===== src/rtl/calc_pkg.sv =====
// Shared constants, encodings and state type for the calculator entry sequencer.
package calc_pkg;

    localparam int unsigned KEY_W  = 4;
    localparam int unsigned REGI_W = 2;
    localparam int unsigned DISP_W = 2;
    localparam int unsigned DIG_W  = 3;

    localparam int unsigned MAX_DIGITS_DEF = 4;
    localparam int unsigned TIMEOUT_DEF    = 64;
    localparam int unsigned CNT_W_DEF      = 7;

    localparam logic [KEY_W-1:0] KEY_DIGIT_MAX = 4'd9;
    localparam logic [KEY_W-1:0] KEY_ADD       = 4'd10;
    localparam logic [KEY_W-1:0] KEY_SUB       = 4'd11;
    localparam logic [KEY_W-1:0] KEY_EQ        = 4'd14;
    localparam logic [KEY_W-1:0] KEY_CLR       = 4'd15;

    localparam logic [REGI_W-1:0] SEL_HOLD = 2'd0;
    localparam logic [REGI_W-1:0] SEL_A    = 2'd1;
    localparam logic [REGI_W-1:0] SEL_B    = 2'd2;
    localparam logic [REGI_W-1:0] SEL_OP   = 2'd3;

    localparam logic [DISP_W-1:0] DISP_A   = 2'd0;
    localparam logic [DISP_W-1:0] DISP_B   = 2'd1;
    localparam logic [DISP_W-1:0] DISP_RES = 2'd2;
    localparam logic [DISP_W-1:0] DISP_ERR = 2'd3;

    typedef enum logic [2:0] {
        ENTER_A = 3'd0,
        OP_WAIT = 3'd1,
        ENTER_B = 3'd2,
        EXEC    = 3'd3,
        RESULT  = 3'd4,
        ERROR   = 3'd5
    } state_t;

endpackage


===== src/rtl/calc_entry_ctrl_key_class.sv =====
// Combinational key decoder: classifies a key code as digit, operator, '=' or 'C'.
module calc_key_class
    import calc_pkg::*;
(
    input  logic [KEY_W-1:0] key_code,
    output logic             is_digit,
    output logic             is_op,
    output logic             is_eq,
    output logic             is_clr
);

    always_comb begin
        is_digit = (key_code <= KEY_DIGIT_MAX);
        is_op    = (key_code == KEY_ADD) || (key_code == KEY_SUB);
        is_eq    = (key_code == KEY_EQ);
        is_clr   = (key_code == KEY_CLR);
    end

endmodule


===== src/rtl/calc_entry_ctrl.sv =====
// Keypad sequencer: routes digits/operator into the datapath, launches the ALU
// and selects what the display shows.
module calc_entry_ctrl
    import calc_pkg::*;
#(
    parameter int unsigned MAX_DIGITS = MAX_DIGITS_DEF,
    parameter int unsigned TIMEOUT    = TIMEOUT_DEF,
    parameter int unsigned CNT_W      = CNT_W_DEF
) (
    input  logic              clk,
    input  logic              reset,
    input  logic              key_valid,
    input  logic [KEY_W-1:0]  key_code,
    input  logic              alu_done,
    output logic [REGI_W-1:0] regi,
    output logic [KEY_W-1:0]  nr_out,
    output logic              clr,
    output logic              alu_start,
    output logic [DISP_W-1:0] disp_sel,
    output logic [DIG_W-1:0]  digits,
    output logic              err
);

    logic is_digit;
    logic is_op;
    logic is_eq;
    logic is_clr;

    calc_key_class u_key_class (
        .key_code (key_code),
        .is_digit (is_digit),
        .is_op    (is_op),
        .is_eq    (is_eq),
        .is_clr   (is_clr)
    );

    state_t             state, state_n;
    logic [REGI_W-1:0]  regi_n;
    logic [KEY_W-1:0]   nr_n;
    logic               clr_n;
    logic               start_n;
    logic [DISP_W-1:0]  disp_n;
    logic [DIG_W-1:0]   digits_n;
    logic               err_n;
    logic [CNT_W-1:0]   tcnt, tcnt_n;
    logic               pend, pend_n;
    logic [KEY_W-1:0]   pdig, pdig_n;

    logic dig_key;
    logic op_key;
    logic eq_key;
    logic room;

    assign dig_key = key_valid && is_digit;
    assign op_key  = key_valid && is_op;
    assign eq_key  = key_valid && is_eq;
    assign room    = (digits < DIG_W'(MAX_DIGITS));

    // State and registered outputs
    always_ff @(posedge clk) begin
        if (reset) begin
            state     <= ENTER_A;
            regi      <= SEL_HOLD;
            nr_out    <= '0;
            clr       <= 1'b0;
            alu_start <= 1'b0;
            disp_sel  <= DISP_A;
            digits    <= '0;
            err       <= 1'b0;
            tcnt      <= '0;
            pend      <= 1'b0;
            pdig      <= '0;
        end else begin
            state     <= state_n;
            regi      <= regi_n;
            nr_out    <= nr_n;
            clr       <= clr_n;
            alu_start <= start_n;
            disp_sel  <= disp_n;
            digits    <= digits_n;
            err       <= err_n;
            tcnt      <= tcnt_n;
            pend      <= pend_n;
            pdig      <= pdig_n;
        end
    end

    // Next-state and next-output logic
    always_comb begin
        state_n  = state;
        regi_n   = SEL_HOLD;
        nr_n     = nr_out;
        clr_n    = 1'b0;
        start_n  = 1'b0;
        disp_n   = disp_sel;
        digits_n = digits;
        err_n    = err;
        tcnt_n   = tcnt;
        pend_n   = pend;
        pdig_n   = pdig;

        if (key_valid && is_clr) begin
            clr_n    = 1'b1;
            state_n  = ENTER_A;
            digits_n = '0;
            disp_n   = DISP_A;
            err_n    = 1'b0;
            pend_n   = 1'b0;
            tcnt_n   = '0;
        end else begin
            case (state)
                ENTER_A: begin
                    if (dig_key && room) begin
                        regi_n   = SEL_A;
                        nr_n     = key_code;
                        digits_n = digits + DIG_W'(1);
                    end else if (op_key) begin
                        regi_n   = SEL_OP;
                        nr_n     = key_code;
                        digits_n = '0;
                        disp_n   = DISP_B;
                        state_n  = OP_WAIT;
                    end
                end
                OP_WAIT: begin
                    if (op_key) begin
                        regi_n = SEL_OP;
                        nr_n   = key_code;
                    end else if (dig_key) begin
                        regi_n   = SEL_B;
                        nr_n     = key_code;
                        digits_n = DIG_W'(1);
                        state_n  = ENTER_B;
                    end
                end
                ENTER_B: begin
                    if (dig_key && room) begin
                        regi_n   = SEL_B;
                        nr_n     = key_code;
                        digits_n = digits + DIG_W'(1);
                    end else if (eq_key) begin
                        start_n = 1'b1;
                        tcnt_n  = '0;
                        state_n = EXEC;
                    end
                end
                EXEC: begin
                    // alu_start is high only in the entry cycle, so it masks alu_done there
                    if (!alu_start && alu_done) begin
                        disp_n  = DISP_RES;
                        state_n = RESULT;
                    end else if (tcnt == CNT_W'(TIMEOUT)) begin
                        err_n   = 1'b1;
                        disp_n  = DISP_ERR;
                        state_n = ERROR;
                    end else begin
                        tcnt_n = tcnt + CNT_W'(1);
                    end
                end
                RESULT: begin
                    // A digit here clears the datapath first, then loads it a cycle later
                    if (pend) begin
                        regi_n   = SEL_A;
                        nr_n     = pdig;
                        digits_n = DIG_W'(1);
                        pend_n   = 1'b0;
                        state_n  = ENTER_A;
                    end else if (dig_key) begin
                        clr_n    = 1'b1;
                        pend_n   = 1'b1;
                        pdig_n   = key_code;
                        digits_n = '0;
                        disp_n   = DISP_A;
                    end
                end
                ERROR: begin
                end
                default: begin
                    state_n = ENTER_A;
                end
            endcase
        end
    end

endmodule


===== config.mk =====
export PLATFORM = sky130hd
export DESIGN_NAME = calc_entry_ctrl
export DESIGN_NICKNAME = d
export VERILOG_FILES = /design/src/rtl/calc_pkg.sv /design/src/rtl/calc_entry_ctrl_key_class.sv /design/src/rtl/calc_entry_ctrl.sv
export SDC_FILE = /design/constraint.sdc
export NUM_CORES = 1
export LEC_CHECK = 0
export CAP_MARGIN = 0
export CORE_UTILIZATION = 54
export DETAILED_ROUTE_END_ITERATION = 10
export GPL_ROUTABILITY_DRIVEN = 0
export PLACE_DENSITY_LB_ADDON = 0.3
export SYNTH_ARGS = -nofsm -noshare
export SYNTH_HDL_FRONTEND = slang
export SYNTH_SLANG_ARGS = --single-unit

===== constraint.sdc =====
create_clock -name clk -period 2 [get_ports clk]
set_input_delay 0.2 -clock clk [delete_from_list [all_inputs] [get_ports clk]]
set_output_delay 0.2 -clock clk [all_outputs]
set_load 0.01 [all_outputs]

==> results.cfg <==
[run_status]
status = completed

[cells_and_area]
final_cell_mix = buf_4 (29), dfxtp_1 (28), nor2_1 (24)
instances_no_fill = 266
final_nets = 245
layout_commonest_cell = buf_4
stdcell_area_um2 = 2080
antenna_cells = 0
layout-drive-gt1-share = 0.191
syn2layout_area_growth_pct = 29.8

[critical_path]
crit_fanout = 8
r2r-end = nr_out[0]
end_kind = flip-flop
crit_family = compound AO/OA/AOI/OAI gates
crit_path_top_delay_cell = or3b_2
crit_type = flip-flop to flip-flop
required_ns = 2.22
cp.arrival_ns = 2.12
cp_num_buf_inv = 0
path_cells = or3b_2 -> a311oi_4 -> nor2_1 -> a311oi_1
critPathMaxStageDelay_ns = 0.53
rrSetupSlack_ns = 0.11
startpoint_type = flip-flop
r2r_start = state[0]
reg2reg_depth = 4

[timing]
drv_slew = 0
final-setup-viol-count = 0
period_minus_slack_ns = 1.89
fin_skew_ns = 0.0205
slew_headroom = 0.703
hold_ws_ns = 0.472
tns_ns = 0
hold_viol_final = 0
period_share = 0.947
rsz0062_at_grt = false
fmaxAchievable_ghz = 0.528
worstMarginPinSlew_ns = 0.440

[drt]
via_per_inst = 6.21
vias = 1652
drc = 0
wl_mm = 4.11
drt_iter0_drc = 74
ant_nets = 0
wl_per_cell_um = 15.5
dr.pass1.iters = 4

[cts]
cts.sinks = 29
ctsRootBufferMaster = clkbuf_4
cts_buffers = 5
cts_tree = yes
clock_path_buffers = 2
htreeDepth = 2
holdBufCountCts = 0
path_clk_slew_ns = 0.09
clkLatencyLatePin_ns = 0.33

[logic_synthesis]
synthArstFlopShare = 0
yosys.area.top_type = dfxtp_1
synth_cells = 189
yosysUniqueCellTypes = 49
synth_area_um2 = 1600
muxShareOfSynthArea = 0.0313
synth_ff_type = dfxtp_1
synth.top_cells.by_area = dfxtp_1 (36%), nor2_1 (5.6%), a21oi_1 (4.1%), o21ai_0 (3.8%), mux2i_1 (3.1%)
synth_edf_count = 0
synth_top_area_share = 0.363
avgSynthCellArea_um2 = 8.47
seq_area_frac_synth = 0.363
syn_nets = 200
synth_top_family_by_area = compound AO/OA/AOI/OAI gates
synth_compound_gate_area_share = 0.253
synth-xor-area-share = 0.0274
ys_ff_latch = 29
synth_warnings = 0
synth_fa_ha_area_frac = 0.0235
yosys.area_share.simple = 0.245

[grt]
grt_pass1_wl_mm = 6.84
antenna_found_initial = 0
grt_start_max_net_pins = 12
track_usage = 0.275
grt_pass1_vias = 1526
grt_overflow = 0

[die]
die_h_um = 56.4
initial_core_util = 0.575
ios = 22
coreArea_um2 = 2780
die_x_um = 56.4
dieArea_um2 = 3180
row_count = 19

[min_path]
hold_path.class = flip-flop to flip-flop
holdPathStages = 2
hp-start = disp_sel[1]
holdPathEnd = disp_sel[1]

[pwr]
leakagePower_uw = 0.000837
pwr-share-seq = 0.438
powerDensity_nw_per_um2 = 720
p_comb_frac = 0.290
ir_worst_vdd_uv = 705
p_sw_uw = 464
swShare = 0.310
internal_power_uw = 1030
p_clk_frac = 0.272
finalPower_uw = 1500

[placed_design]
placedInstanceArea_um2 = 1980
placed_cells = 256
io_buffers = 21
place_hpwl_mm = 3.05

[flow_run]
max-cap-violations = 0
-- power by group through the flow --
stage / combinational [µW] / sequential (µW) / clock (µW)
3_3_place_gp: 408 / 666 / 0
3_5_place_dp: 423 / 669 / 0
4_1_cts: 427 / 655 / 411
6_report: 434 / 656 / 406
2_1_floorplan: 245 / 675 / 0
5_1_grt: 471 / 661 / 438
-- per-stage QoR --
step                       util  setup WS [ns]
after floorplan               -          0.242
after global placement    0.713        -0.0982
after detailed placement  0.713         -0.257
after CTS                 0.738         0.0514
after global routing      0.747         0.0103
final                     0.747          0.105
-- cells by family after synthesis --
kind of cell / Yosys count
xor gates and xnor gates: 5
adders and majority gates: 3
DFF: 29
AOI/OAI and AO/OA: 58
buffers and inverters: 18
muxes: 5
and+or+nand+nor: 71
-- flip-flops by register name, summed over array words and instances (netlist names) --
name / cells
alu_start: 1
clr: 1
digits: 3
disp_sel: 2
err: 1
nr_out: 4
pdig: 4
pend: 1
regi: 2
state: 3
tcnt: 7
-- how the worst max path moves through the flow --
stage                 from         to  slack, ns  cells past startpoint
3_5_place_dp   key_code[1]  nr_out[0]      -0.26                      6
5_1_grt           state[0]  nr_out[0]       0.01                      4
4_1_cts            tcnt[0]    tcnt[4]       0.05                      7
6_report          state[0]  nr_out[0]       0.11                      4
3_3_place_gp   key_code[1]  nr_out[0]       -0.1                      6
2_1_floorplan      tcnt[0]    tcnt[4]       0.24                      7
-- what timing repair did --
action	4_1_cts	5_1_grt
setup buffers	0	2
setup endpoints to repair	0	5
resized for setup	0	3
-- cells in the mapped netlist (3+ instances only) --
cell type  instances
dfxtp_1           29
nor2_1            24
a21oi_1           13
o21ai_0           12
nand2_1            9
nor3_1             8
clkbuf_1           6
inv_1              6
a311oi_1           5
a31oi_1            5
mux2i_1            5
nand2b_1           5
nand3_1            5
nor2b_1            4
xor2_1             4
a211oi_1           3
and3_1             3
ha_1               3
o2111ai_1          3
o22ai_1            3
-- metal layers --
| layer | part of all wire | global-route usage |
|---|---|---|
| met2 | 0.49 | 0.444 |
| met5 | 0 | 0 |
| met4 | 0.023 | 0.129 |
| met1 | 0.42 | 0.339 |
| met3 | 0.067 | 0.0737 |
-- layout make-up --
cell class / instances / area, µm²
timing repair buffer: 50 / 428
fill: 210 / 704
multi-input combinational: 142 / 936
inverter: 6 / 22.5
clock inverter: 1 / 5.00
sequential: 29 / 582
clock buffer: 7 / 65.1
tap: 31 / 38.8
-- worst reg2reg max path, stage by stage (launching register included) --
cell and delay, ns:
dfxtp_1 0.48, or3b_2 0.53, a311oi_4 0.43, nor2_1 0.07, a311oi_1 0.28
(Power assumes the default switching activity.)
